## src/rtl/accel_spi_responder.sv

```systemverilog
// SPI mode-0 slave modelling an ADXL362-style register interface on clk_alm.
// Sensor samples are double-buffered so that an SPI burst always sees one coherent sample.
//
//   state     | meaning
//   ST_IDLE   | CS high, waiting for CS low
//   ST_CMD    | shifting in the command byte
//   ST_ADDR   | shifting in the register address
//   ST_DATA   | streaming register bytes (read or write), auto-increment address
//   ST_IGNORE | unknown command, SO held low until CS rises
module accel_spi_responder #(
   parameter logic [7:0] DEVID_AD   = 8'hAD,
   parameter logic [7:0] DEVID_MST  = 8'h1D,
   parameter logic [7:0] PARTID     = 8'hF2,
   parameter logic [7:0] FILTER_RST = 8'h13
) (
   input  logic       clk_alm,
   input  logic       rst_n,
   input  logic       CS,
   input  logic       SCLK,
   input  logic       SI,
   output logic       SO,
   input  logic       sample_valid,
   input  logic [7:0] x_in,
   input  logic [7:0] y_in,
   input  logic [7:0] z_in,
   output logic [7:0] power_ctl,
   output logic [7:0] filter_ctl,
   output logic       busy
);

   typedef enum logic [2:0] {
      ST_IDLE,
      ST_CMD,
      ST_ADDR,
      ST_DATA,
      ST_IGNORE
   } state_t;

   localparam logic [7:0] CMD_READ  = 8'h0B;
   localparam logic [7:0] CMD_WRITE = 8'h0A;

   state_t      state;
   logic        sclk_d;
   logic        cs_d;
   logic [2:0]  bit_cnt;
   logic [7:0]  rx;
   logic        rd_mode;
   logic [5:0]  addr;
   logic [7:0]  tx_sh;
   logic [7:0]  xdata;
   logic [7:0]  ydata;
   logic [7:0]  zdata;
   logic        data_ready;
   logic [23:0] pend;
   logic        pend_v;

   logic        rise;
   logic        fall;
   logic        cs_rise;
   logic        byte_done;
   logic [7:0]  rx_next;
   logic [5:0]  rd_sel;
   logic [7:0]  rd_data;
   logic        load_x;

   always_comb begin
      rise      = SCLK & ~sclk_d & ~CS;
      fall      = ~SCLK & sclk_d & ~CS;
      cs_rise   = CS & ~cs_d;
      rx_next   = {rx[6:0], SI};
      byte_done = rise && (bit_cnt == 3'd7);
   end

   // The first read byte is fetched from the address still being shifted in.
   always_comb begin
      rd_sel = (state == ST_ADDR) ? rx_next[5:0] : addr;
      case (rd_sel)
         6'h00:   rd_data = DEVID_AD;
         6'h01:   rd_data = DEVID_MST;
         6'h02:   rd_data = PARTID;
         6'h08:   rd_data = xdata;
         6'h09:   rd_data = ydata;
         6'h0A:   rd_data = zdata;
         6'h0B:   rd_data = {7'd0, data_ready};
         6'h2C:   rd_data = filter_ctl;
         6'h2D:   rd_data = power_ctl;
         default: rd_data = 8'h00;
      endcase
   end

   always_comb begin
      load_x = byte_done && rd_mode && (rd_sel == 6'h08) &&
               ((state == ST_ADDR) || (state == ST_DATA));
   end

   always_ff @(posedge clk_alm) begin
      if (!rst_n) begin
         state      <= ST_IDLE;
         sclk_d     <= 1'b0;
         cs_d       <= 1'b1;
         bit_cnt    <= 3'd0;
         rx         <= 8'h00;
         rd_mode    <= 1'b0;
         addr       <= 6'd0;
         tx_sh      <= 8'h00;
         SO         <= 1'b0;
         busy       <= 1'b0;
         xdata      <= 8'h00;
         ydata      <= 8'h00;
         zdata      <= 8'h00;
         data_ready <= 1'b0;
         pend       <= 24'd0;
         pend_v     <= 1'b0;
         power_ctl  <= 8'h00;
         filter_ctl <= FILTER_RST;
      end else begin
         sclk_d <= SCLK;
         cs_d   <= CS;
         busy   <= ~CS;

         // Clear before set so a coincident sample load keeps DATA_READY high.
         if (load_x)
            data_ready <= 1'b0;

         if (sample_valid && CS) begin
            xdata      <= x_in;
            ydata      <= y_in;
            zdata      <= z_in;
            data_ready <= 1'b1;
            pend_v     <= 1'b0;
         end else if (sample_valid) begin
            pend   <= {x_in, y_in, z_in};
            pend_v <= 1'b1;
         end else if (cs_rise && pend_v) begin
            xdata      <= pend[23:16];
            ydata      <= pend[15:8];
            zdata      <= pend[7:0];
            data_ready <= 1'b1;
            pend_v     <= 1'b0;
         end

         if (CS) begin
            state <= ST_IDLE;
            SO    <= 1'b0;
         end else begin
            case (state)
               ST_IDLE: begin
                  state   <= ST_CMD;
                  bit_cnt <= 3'd0;
               end
               ST_CMD: begin
                  if (rise) begin
                     rx      <= rx_next;
                     bit_cnt <= bit_cnt + 3'd1;
                     if (byte_done) begin
                        if (rx_next == CMD_READ) begin
                           rd_mode <= 1'b1;
                           state   <= ST_ADDR;
                        end else if (rx_next == CMD_WRITE) begin
                           rd_mode <= 1'b0;
                           state   <= ST_ADDR;
                        end else begin
                           state <= ST_IGNORE;
                        end
                     end
                  end
               end
               ST_ADDR: begin
                  if (rise) begin
                     rx      <= rx_next;
                     bit_cnt <= bit_cnt + 3'd1;
                     if (byte_done) begin
                        state <= ST_DATA;
                        if (rd_mode) begin
                           tx_sh <= rd_data;
                           addr  <= rx_next[5:0] + 6'd1;
                        end else begin
                           addr <= rx_next[5:0];
                        end
                     end
                  end
               end
               ST_DATA: begin
                  if (rise) begin
                     rx      <= rx_next;
                     bit_cnt <= bit_cnt + 3'd1;
                     if (rd_mode) begin
                        if (byte_done) begin
                           tx_sh <= rd_data;
                           addr  <= addr + 6'd1;
                        end else begin
                           tx_sh <= {tx_sh[6:0], 1'b0};
                        end
                     end else if (byte_done) begin
                        case (addr)
                           6'h2C:   filter_ctl <= rx_next;
                           6'h2D:   power_ctl  <= rx_next;
                           default: ;
                        endcase
                        addr <= addr + 6'd1;
                     end
                  end
                  if (fall && rd_mode)
                     SO <= tx_sh[7];
               end
               ST_IGNORE: begin
                  SO <= 1'b0;
               end
               default: begin
                  state <= ST_IDLE;
               end
            endcase
         end
      end
   end

endmodule

```

## config.mk

```make
export PLATFORM = sky130hd
export DESIGN_NAME = accel_spi_responder
export DESIGN_NICKNAME = d
export VERILOG_FILES = /design/src/rtl/accel_spi_responder.sv
export SDC_FILE = /design/constraint.sdc
export NUM_CORES = 1
export LEC_CHECK = 0
export CELL_PAD_IN_SITES_DETAIL_PLACEMENT = 2
export CELL_PAD_IN_SITES_GLOBAL_PLACEMENT = 2
export CORE_AREA = 4 4 123 125
export DETAILED_ROUTE_END_ITERATION = 7
export DIE_AREA = 0 0 127 129
export PLACE_DENSITY = 0.89
export SETUP_SLACK_MARGIN = 0.3
export SYNTH_ARGS = -nofsm -noshare
export SYNTH_HDL_FRONTEND = slang
export SYNTH_SLANG_ARGS = --single-unit
```

## constraint.sdc

```tcl
create_clock -name clk_alm -period 6.1 [get_ports clk_alm]
set_input_delay 1.22 -clock clk_alm [delete_from_list [all_inputs] [get_ports clk_alm]]
set_output_delay 1.22 -clock clk_alm [all_outputs]
set_load 0.1 [all_outputs]
```

[After elaboration in Yosys (flattened, before gate mapping)]
Cells that the tools add are included.
Storage, ports and cells
  word-level logic and storage cells: 136
  register bits after elaboration: 98
  input port bits: 30
  output and inout port bits: 18
Operators by class
  muxes and demuxes: 43
  bitwise gates (word level): 13
  reduce and logical (&&, ||, !) cells: 31
  equality and inequality tests: 28
  add/subtract/negate cells: 3
Operator list (count)
  8-bit two-way mux: 15
  8-bit case mux with 9 select lines: 1
  6-bit two-way mux: 6
  6-bit by 4-bit == test with 1-bit output (second input constant): 4
  6-bit == test (second input constant): 4
  3-bit two-way mux: 7
  6-bit AND reduction: 3
  8-bit by 4-bit == test with 1-bit output (second input constant): 2
  2-bit inequality test (second input constant): 8
  8-bit case mux with 2 select lines: 1
  6-bit by 1-bit adder with 6-bit output (second input constant): 2
  3-bit case mux with 4 select lines: 1
  6-bit case mux with 2 select lines: 1
  2-bit nonzero test: 6
  5-bit AND reduction: 2
  1-bit two-way mux: 9
  1-bit NOT: 8
  1-bit logical AND: 7
  7-bit AND reduction: 1
  3-bit by 2-bit == test with 1-bit output (second input constant): 2
  3-bit == test (second input constant): 2
  6-bit by 1-bit == test with 1-bit output (second input constant): 1
  6-bit by 2-bit == test with 1-bit output (second input constant): 1
  6-bit logical NOT: 1
  12 further kinds: 23

[Depth between registers and ports, before layout]
  depth after elaboration: 11
  depth in mapped cells: 9

[Least setup slack after synthesis]
No wires, ideal clock.
  path kind: input port to flip-flop
  start: input CS
  end: register tx_sh[5]
  arrival time: 2.635 ns
  required time: 5.974 ns
  setup time: 0.126 ns
  stages: 6
  slack: 3.339 ns
  cell sequence: nand4bb_1 -> or3b_1 -> buf_2 -> a311o_1 -> o41ai_1 -> a21oi_1
On the way
  longest elaborated chain between the ends: 7
  elaborated cells between the ends (all ways): 11
RTL lines
  start, declared: line 18  | input logic CS,
  1-bit NOT (no line) (*)
  1-bit bitwise AND: line 67  | rise = SCLK & ~sclk_d & ~CS;
  1-bit logical AND: line 71  | byte_done = rise && (bit_cnt == 3'd7);
  8-bit two-way mux: line 188  | if (byte_done) begin
  8-bit two-way mux: line 187  | if (rd_mode) begin
  8-bit two-way mux: line 184  | if (rise) begin
  8-bit case mux with 2 select lines: line 146  | case (state)
  end signal, assigned: line 175  | tx_sh <= rd_data;
  end signal, assigned: line 189  | tx_sh <= rd_data;
  end signal, assigned: line 192  | tx_sh <= {tx_sh[6:0], 1'b0};
  end, declared: line 49  | logic [7:0] tx_sh;
Every way passes the cells marked *; elsewhere a longest branch is shown, timed or not. The select of a mux whose other input is x is not followed.
A chain may end at the register's enable or synchronous reset.

[Worst setup path in the final report]
  start: input sample_valid
  end: register xdata[7]
On the way
  longest elaborated chain between the ends: 3
  elaborated cells between the ends (all ways): 5
RTL lines
  start, declared: line 22  | input logic sample_valid,
  1-bit logical AND: line 125  | if (sample_valid && CS) begin
  2-bit by 1-bit inequality test with 1-bit output (no line) or 2-bit nonzero test (tied branches)
  2-bit AND reduction (no line)
  end signal, assigned: line 126  | xdata <= x_in;
  end signal, assigned: line 135  | xdata <= pend[23:16];
  end, declared: line 50  | logic [7:0] xdata;
Parallel ways exist; a longest one is shown, timed or not.

==> key figures <==
STA
  • Final WS setup: 2460 ps
  • Setup-failing EPs final: 0
  • Slew Limit Fails: 0
  • Setup Skew: 6.26 ps
  • Setup TNS: 0 ps
  • Fin. Hold Viols: 0
  • Worst-Margin Slew: 1190 ps
  • RSZ-0062 raised after global routing: false
  • Rel. slew slack: 20.6%
  • Fmax: 0.275 GHz
  • Period utilization: 59.6%
  • Post-route minimum period: 3640 ps

Run
  • MaxCap Viol Count: 0

Floorplan
  • Die ar.: 16,400 sq um
  • I/O pins: 48
  • Core footprint: 13,900 sq um
  • Initial Util: 37.0%
  • Die H: 129 microns
  • Die Wd: 127 microns
  • Site Rows: 43

Synthesis
  • Post-synth top area share: 38.2%
  • Cell with the most instances after synthesis: nand2_1
  • Synth top cells by count: 109 x nand2_1, 98 x dfxtp_1, 67 x nor2_1
  • Post-synth EDFFs: 0
  • Post-synthesis sequential area ratio: 38.2%
  • Cell taking the most area after synthesis: dfxtp_1
  • Top FF cell, synth: dfxtp_1
  • Post-synthesis net count: 689
  • Cell area after technology mapping: 5130 sq um
  • Cells after Synth: 652
  • Syn Area/Cell: 7.87 sq um
  • Register bit total from synthesis: 98
  • Post-synth ARST share: 0%
  • Post-synthesis cell type count: 67
  • Synth area leaders: dfxtp_1 38%, nand2_1 8.0%, mux2i_1 5.3%, nor2_1 4.9%, a21oi_1 4.9%
  • Synth Warn #: 0

Placed design
  • Post-DP HPWL: 13,100 microns
  • Dpl cells: 829
  • IO buf count: 47
  • GP Congestion: 0.883
  • Post-place setup slack: 2100 ps
  • Placed Area: 5640 sq um

Global route
  • Largest net degree at the start of global routing: 50
  • GR peak layer: met2
  • Vias in the first global route: 5,547
  • Grt ovf: 0
  • Gr usage total: 23.7%
  • Routing usage on met1: 28.4%
  • Number of antenna violations at the first check in global routing: 0
  • Met2 GRT Util: 43.4%
  • Grt met3 use: 4.77%
  • Global-route wire length before repair: 30,800 microns

Layout
  • Area Overhead vs Synth: 17.0%
  • Register Area: 1960 sq um
  • Post-route cell area: 6000 sq um
  • FILL cells: 1,571
  • Multi-input gate area: 2890 sq um
  • ANT cells: 0
  • Finished Layout Cells: 845
  • Final nets: 697
  • Share of cells above drive strength 1: 6.17%

Hold path
  • Hold Path Depth: 2
  • HP Class: reg2reg

Clocking
  • Worst-Skew Late Latency: 360 ps
  • Post-CTS Setup Bufs: 0
  • Htree depth: 3
  • Post-CTS resize count: 0
  • Hold_buf cts: 0
  • CTS Buffer Depth: 2
  • Reg clk slew, reported paths: 70 ps
  • Clock tree from TritonCTS: built
  • Root Driver: clkbuf_16
  • Num CTS Buffers: 9
  • Clock Sinks: 98

Detailed routing
  • Via Count: 5,067
  • DRT Pass-1 Iters: 4
  • Drt total wl: 18,800 microns
  • Initial DRC Count: 322
  • Drt wl/cell: 22.3 microns
  • DRC viols: 0
  • Drt via density: 6.00
  • ANT nets after route: 0

Worst setup path
  • Crit-path max FO: 30
  • WP data arrival: 3830 ps
  • CP required: 6300 ps
  • CP startpoint kind: input port
  • Worst Path Class, Setup: in2reg
  • Crit end category: register
  • R2R depth: 5

Status
  • Status: completed

Power and ir drop
  • Sw Share: 24.3%
  • Int Power: 1.12 mW
  • Pwr Density: 247 nW/um^2
  • Share of total power in the clock network: 46.5%
  • Max VDD drop: 0.210 mV
  • Sequential share of power: 45.6%
  • Combinational power share: 7.9%
  • P_leak: 2.11 nW
  • Sw Pwr: 0.360 mW
power by group through the flow:
stage | clock network (mW) | registers [mW] | logic, mW
final | 0.690 | 0.677 | 0.117
after global routing | 0.727 | 0.679 | 0.130
after global placement | 0 | 0.689 | 0.108
after floorplan | 0 | 0.685 | 0.0689
after CTS | 0.703 | 0.677 | 0.118
after detailed placement | 0 | 0.691 | 0.115
final timing paths:
path	start	to	slack (ps)
setup / recovery	sample_valid	xdata[7]$_SDFFE_PN0P_	2460
hold / removal	pend[6]$_SDFFE_PN0P_	pend[6]$_SDFFE_PN0P_	470
setup reg to reg	state[0]$_SDFFE_PP0P_	filter_ctl[0]$_SDFFE_PN1P_	3330
hold reg to reg	pend[6]$_SDFFE_PN0P_	pend[6]$_SDFFE_PN0P_	470
metal layers:
layer / vias to the layer above / routed length [microns]
li1: 2363 / -
met1: 2567 / 8050
met2: 118 / 9760
met3: 19 / 688
met4: 0 / 318
met5: - / 0
state kept, by name, indices dropped and copies added (netlist names):
signal / count
filter_ctl: 8
xdata: 8
cs_d: 1
data_ready: 1
zdata: 8
bit_cnt: 3
rx: 7
SO: 1
power_ctl: 8
pend: 24
ydata: 8
busy: 1
pend_v: 1
sclk_d: 1
rd_mode: 1
state: 3
tx_sh: 8
addr: 6
kinds of logic (layout without fill, tap and decap cells):
logic type | Yosys count | in the layout | share of synthesized area [%]
AOI/OAI and AO/OA | 148 | 148 | 19.8
xor gates and xnor gates | 5 | 5 | 0.854
adders and majority gates | 7 | 7 | 1.71
buffers and inverters | 67 | 80 | 5.39
DFF | 98 | 98 | 38.2
muxes | 34 | 34 | 6.88
and+or+nand+nor | 293 | 293 | 27.1
layout by cell type, fill, tap and decap left out, types with 4 or more instances in the layout:
master / count
clkbuf_16: 9
o41ai_1: 4
a21oi_1: 50
mux2_2: 6
nor4_1: 5
nor2_1: 67
a22oi_1: 9
a211oi_1: 5
a311oi_1: 25
inv_1: 8
nand2_1: 109
o21ai_0: 13
ha_1: 7
nor2b_1: 5
nand4b_1: 4
buf_4: 8
nor3_1: 17
o2bb2ai_1: 6
nand2b_1: 4
or3_1: 4
mux2i_1: 27
a31oi_1: 5
nand3_1: 49
dfxtp_1: 98
clkdlybuf4s50_1: 47
nand4_1: 6
worst max-delay path, cell delays in order:
cell and delay (ps):
clkdlybuf4s50_1 1250, nand2_1 890, nand2_1 300, a311oi_1 150
cell type report:
type	instances	area share, %
Clock inverter	6	1.98
Clock buffer	10	3.98
Tap cell	180	3.75
Inverter	9	0.563
Sequential cell	98	32.7
Multi-Input combinational cell	487	48.2
Timing Repair Buffer	55	8.84
metrics by stage:
| step | power [mW] | utilization, % | hold slack [ps] |
|---|---|---|---|
| after floorplan | 0.754 | - | 437 |
| after global placement | 0.798 | 40.7 | 443 |
| after detailed placement | 0.807 | 40.7 | 452 |
| after CTS | 1.50 | 43.2 | 471 |
| after global routing | 1.54 | 43.2 | 488 |
| final | 1.48 | 43.2 | 469 |
Note: power is estimated with default switching activity, not from simulation.
